--- config.mk ---
export PLATFORM = sky130hd
export DESIGN_NAME = marauder_seq
export DESIGN_NICKNAME = d
export VERILOG_FILES = /design/src/rtl/marauder_pkg.sv /design/src/rtl/marauder_seq.sv
export SDC_FILE = /design/constraint.sdc
export NUM_CORES = 1
export LEC_CHECK = 0
export BUFFER_PORTS_ARGS = -buffer_cell sky130_fd_sc_hd__buf_2
export CAP_MARGIN = 20
export CORE_MARGIN = 3
export CORE_UTILIZATION = 43
export DETAILED_ROUTE_END_ITERATION = 7
export GPL_ROUTABILITY_DRIVEN = 0
export HOLD_SLACK_MARGIN = 0.08
export PLACE_DENSITY = 0.78
export SLEW_MARGIN = 20
export SYNTH_ARGS = -nofsm -noshare
export SYNTH_HDL_FRONTEND = slang
export SYNTH_SLANG_ARGS = --single-unit
export TNS_END_PERCENT = 20
--- constraint.sdc ---
create_clock -name clk -period 1.6 [get_ports clk]
set_input_delay 0.32 -clock clk [delete_from_list [all_inputs] [get_ports clk]]
set_output_delay 0.32 -clock clk [all_outputs]
set_load 0.02 [all_outputs]
--- src/rtl/marauder_pkg.sv ---
// Shared types for the marauder instruction sequencer: ALU opcodes, FSM
// states, the packed instruction layout and write-bank constants.
package marauder_pkg;

  typedef enum logic [2:0] {
    OP_ADD  = 3'b000,
    OP_SUB  = 3'b001,
    OP_AND  = 3'b010,
    OP_OR   = 3'b011,
    OP_NOR  = 3'b100,
    OP_XOR  = 3'b101,
    OP_XNOR = 3'b110,
    OP_NAND = 3'b111
  } alu_op_t;

  typedef enum logic [1:0] {
    S_IDLE  = 2'd0,
    S_READ  = 2'd1,
    S_EXEC  = 2'd2,
    S_WRITE = 2'd3
  } state_t;

  typedef struct packed {
    alu_op_t    opcode;
    logic [2:0] rd_a;
    logic [2:0] rd_b;
    logic [6:0] wrt_slct;
  } instr_t;

  localparam logic [3:0] BANK_A = 4'h0;
  localparam logic [3:0] BANK_B = 4'h1;

  // Only banks A and B exist in the register file; anything else is dropped.
  function automatic logic bank_ok(input logic [6:0] sel);
    return (sel[6:3] == BANK_A) || (sel[6:3] == BANK_B);
  endfunction

endpackage

--- src/rtl/marauder_seq.sv ---
// Instruction sequencer driving the register file / ALU pair: one instruction
// every four cycles (IDLE, READ, EXEC, WRITE), with a retired-instruction count.
module marauder_seq
  import marauder_pkg::*;
#(
  parameter int         CNT_W    = 16,
  // Must not be 3'b000 or 3'b001: those indices have read side effects.
  parameter logic [2:0] PARK_SEL = 3'b010
) (
  input  logic             clk,
  input  logic             rst_n,
  input  logic [15:0]      instr,
  input  logic             instr_valid,
  output logic             instr_ready,
  input  logic [7:0]       alu_c,
  input  logic             alu_zero,
  input  logic             alu_carry,
  output logic [2:0]       opcode,
  output logic [2:0]       rd_slct_a,
  output logic [2:0]       rd_slct_b,
  output logic [6:0]       wrt_slct,
  output logic             wrtnbl,
  output logic [7:0]       data_out,
  output logic             flag_zero,
  output logic             flag_carry,
  output logic             illegal_wr,
  output logic             done,
  output logic [CNT_W-1:0] retired
);

  // Handshake: an instruction transfers on a rising edge where instr_valid and
  // instr_ready are both high; instr_ready is only high in IDLE, so a valid
  // offered while busy is ignored and instr may change freely after transfer.

  localparam instr_t INSTR_RST = '{
    opcode:   OP_ADD,
    rd_a:     PARK_SEL,
    rd_b:     PARK_SEL,
    wrt_slct: 7'h00
  };

  state_t           state, state_n;
  instr_t           instr_q, instr_q_n;
  logic [7:0]       result, result_n;
  logic             ready_n;
  logic             flag_zero_n, flag_carry_n;
  logic             wrtnbl_n, illegal_n, done_n;
  logic [CNT_W-1:0] retired_n;

  always_ff @(posedge clk or negedge rst_n) begin
    if (!rst_n) begin
      state       <= S_IDLE;
      instr_q     <= INSTR_RST;
      result      <= 8'h00;
      instr_ready <= 1'b1;
      flag_zero   <= 1'b0;
      flag_carry  <= 1'b0;
      wrtnbl      <= 1'b0;
      illegal_wr  <= 1'b0;
      done        <= 1'b0;
      retired     <= '0;
    end else begin
      state       <= state_n;
      instr_q     <= instr_q_n;
      result      <= result_n;
      instr_ready <= ready_n;
      flag_zero   <= flag_zero_n;
      flag_carry  <= flag_carry_n;
      wrtnbl      <= wrtnbl_n;
      illegal_wr  <= illegal_n;
      done        <= done_n;
      retired     <= retired_n;
    end
  end

  // Strobes are computed while in EXEC so that, registered, they sit exactly
  // on the WRITE cycle alongside the freshly captured result and flags.
  always_comb begin
    state_n      = state;
    instr_q_n    = instr_q;
    result_n     = result;
    ready_n      = instr_ready;
    flag_zero_n  = flag_zero;
    flag_carry_n = flag_carry;
    wrtnbl_n     = 1'b0;
    illegal_n    = 1'b0;
    done_n       = 1'b0;
    retired_n    = retired;
    case (state)
      S_IDLE: begin
        ready_n = 1'b1;
        if (instr_valid && instr_ready) begin
          instr_q_n = instr_t'(instr);
          ready_n   = 1'b0;
          state_n   = S_READ;
        end
      end
      S_READ: begin
        state_n = S_EXEC;
      end
      S_EXEC: begin
        result_n     = alu_c;
        flag_zero_n  = alu_zero;
        flag_carry_n = alu_carry;
        done_n       = 1'b1;
        retired_n    = retired + CNT_W'(1);
        if (bank_ok(instr_q.wrt_slct)) begin
          wrtnbl_n = 1'b1;
        end else begin
          illegal_n = 1'b1;
        end
        state_n = S_WRITE;
      end
      S_WRITE: begin
        ready_n = 1'b1;
        state_n = S_IDLE;
      end
      default: begin
        state_n = S_IDLE;
      end
    endcase
  end

  // Selects come straight from the latched instruction, so they only move on accept.
  assign opcode    = instr_q.opcode;
  assign rd_slct_a = instr_q.rd_a;
  assign rd_slct_b = instr_q.rd_b;
  assign wrt_slct  = instr_q.wrt_slct;
  assign data_out  = result;

endmodule

==> flow_metrics.tcl <==
set metrics [dict create \
    cts_made_buffers 5 \
    total_leakage_power_nw 1.32 \
    critPathTopFamily "simple AND/OR/NAND/NOR gates" \
    clock_path_buffers 2 \
    power.net_switching_mw 1.90 \
    via_count_of_the_first_global_routing_pass 1311 \
    power_mw 5.13 \
    critical_path.startpoint_type "flop" \
    clk_root_buffer_cell "clkbuf_8" \
    finalMaxSlewViolations 0 \
    synth-edff-count 0 \
    synth.cell_area_um2 1940 \
    cts_tree "built" \
    path_cells "inv_1 -> ha_2 -> nand4_1 -> nor3_1 -> xor2_1" \
    hp-class "input port to flop" \
    syn-num-nets 169 \
    run_status "complete, no violations" \
    cp_num_buf_inv 1 \
    gr-total-overflow 0 \
    vias 1313 \
    std_cell_rows 23 \
    grt_first_pass_wirelength_um 6180 \
    switching_share_pct 37.0 \
    drc_errors 0 \
    synth_sequential_area_ratio_pct 62.0 \
    detailedPlacementHpwl_um 2920 \
    timing_worst_slew_pin_value_ns 0.404 \
    max-cap-violations 0 \
    finalInstanceArea_um2 2580 \
    worst_setup_path_end_kind "flop" \
    netlist.area_leader.share_pct 57.9 \
    cellInternalPower_mw 3.24 \
    share_seq_of_total_power_pct 39.5 \
    vias_per_cell 4.85 \
    grt_usage_pct 15.4 \
    die-height_um 73.2 \
    power_density_nw_per_um2 1990 \
    ant_nets 0 \
    synth.yosys.warnings 0 \
    worst-path-max-fanout 6 \
    grt_max_degree 33 \
    layout_worst_path_cycle_share_pct 94.4 \
    route.final.wire_length_um 3860 \
    post-synth-top-area-cell "dfrtp_1" \
    synth.most_common_cell "dfrtp_1" \
    max_freq_mhz 662 \
    htreeDepth 2 \
    syn-mean-instance-area_um2 14.3 \
    synthesis.instances 136 \
    rsz_0062_raised_after_global_routing "yes" \
    wl_per_cell_um 14.2 \
    slew_headroom_pct 73.1 \
    finalWorstPathRequiredPeriod_ns 1.51 \
    dieWidth_um 73.2 \
    area_delta_synth_final_pct 32.6 \
    fin_nets 253 \
    cp_data_required_time_ns 1.83 \
    initialDrtViolationCount 42 \
    worst_setup_hold_path_clk_slew_ns 0.08 \
    synthArstFlopShare_pct 100 \
    worstSkewPairLatency_ns 0.30 \
    fin_worst_skew_ns 0.00228 \
    core_um2 4170 \
    finalSetupViolations 0 \
    timing.critical_path.slowest_cell_delay_ns 0.39 \
    critPathArrivalTime_ns 1.74 \
    die_area_um2 5360 \
    initial_core_util_pct 46.6 \
    crit_slowest_cell "dfrtp_1" \
    clkPwrFrac_pct 18.3 \
    synth_area_leaders "dfrtp_1 (58%), mux2_2 (16%), xor2_1 (5.0%)" \
    finalHoldViolCount 0 \
    crit_type "flop to flop" \
    top_level_ports 75 \
    placedInstanceArea_um2 2420 \
    ratio_of_cells_with_drive_above_1_in_the_final_layout_pct 56.6 \
    post_synth_most_frequent_cells "dfrtp_1 (45), mux2_2 (28), xor2_1 (11), nand2_1 (8)" \
    initial_antenna_violation_count 0 \
    num_antenna_cells 0 \
    combinational_share_of_power_pct 42.3 \
    synth_cell_types 21 \
    synth.ff_latch_count 48 \
    drt_pre_antenna_iters 3 \
    num-fill-cells 353 \
    cts_sinks 48 \
    synth_flop_cell "dfrtp_1" \
    numPortBuffers 74 \
    worst_ir_drop_vdd_mv 1.01 \
]
-- metrics by stage --
stage	utilization [%]	setup slack, ns	cells	TNS [ns]	hold WS [ns]
after floorplan	-	0.115	136	0	0.0244
after global placement	58.1	0.0700	262	0	0.270
after detailed placement	58.1	-0.00711	262	-0.00711	0.276
after CTS	61.6	0.0131	271	0	0.237
after global routing	61.8	-0.0308	271	-0.0985	0.230
final	61.8	0.0900	271	0	0.245
-- worst paths after layout --
path,startpoint,end,slack (ns),cells past startpoint
setup reg to reg,state[0]$_DFFE_PN0P_,retired[12]$_DFFE_PN0P_,0.09,5
max in group asynchronous,rst_n,rd_slct_a[1]$_DFFE_PN1P_,0.56,3
hold reg to reg,retired[14]$_DFFE_PN0P_,retired[14]$_DFFE_PN0P_,0.48,1
hold / removal,instr[0],wrt_slct[0]$_DFFE_PN0P_,0.24,2
min in group asynchronous,rst_n,retired[6]$_DFFE_PN0P_,0.48,2
setup / recovery,state[0]$_DFFE_PN0P_,retired[12]$_DFFE_PN0P_,0.09,5
-- sequential cells by signal (all words and copies together) (netlist names) --
name,flops
illegal_wr,1
instr_ready,1
rd_slct_a,3
flag_zero,1
done,1
rd_slct_b,3
data_out,8
retired,16
wrtnbl,1
opcode,3
state,2
flag_carry,1
wrt_slct,7
-- kinds of logic (layout without fill, tap and decap cells) --
logic type	Yosys count	count (layout)	share of synthesized area (%)
flops	48	48	62.0
mux	28	28	16.2
simple gates	33	33	10.4
compound gates	2	2	0.579
xor+xnor	15	15	6.76
buf+inv	6	91	1.48
fa+ha+maj	4	4	2.57
-- final cells by class --
class / count / area, um^2 / area share [%]
sequential: 48 / 1200 / 46.7
tap: 50 / 62.6 / 2.43
inverter: 3 / 11.3 / 0.437
clock buffer: 7 / 96.3 / 3.74
clock inverter: 1 / 30.0 / 1.16
timing repair buffer: 80 / 443 / 17.2
multi-input combinational: 82 / 731 / 28.3
-- metal layers --
layer	vias to the layer above	global-route usage [%]	share of wire, %
li1	637	-	-
met1	638	18.4	41
met2	31	25.8	52
met3	7	3.58	4.9
met4	0	7.99	2.2
met5	-	0	0
-- layout by cell type (no fill, tap or decap), types with 2 or more instances in the layout --
master / n
buf_12: 2
mux2_2: 28
nor2_1: 4
xor2_1: 11
ha_1: 3
nor4_2: 2
clkbuf_8: 7
buf_2: 74
buf_4: 3
nand4_4: 2
dfstp_2: 3
nor3_1: 5
nand2_1: 8
xnor2_1: 4
dfrtp_1: 45
inv_1: 3
nand4_1: 6
-- timing repair --
action                                 4_1_cts  5_1_grt
hold buffers                                 1        0
pin swaps                                    0        1
setup buffers                                0        0
resized for setup                            2        2
setup endpoints to repair                    2        5
endpoints found under the hold margin       15        0
-- power by group through the flow --
stage	combinational, mW	clock (mW)	sequential, mW
finish	2.17	0.937	2.03
global route	2.34	1.01	2.11
CTS	2.20	0.962	2.04
detailed placement	2.19	0	2.06
global placement	2.15	0	2.03
floorplan	0.847	0	2.62
Note: power is estimated with default switching activity, not from simulation.
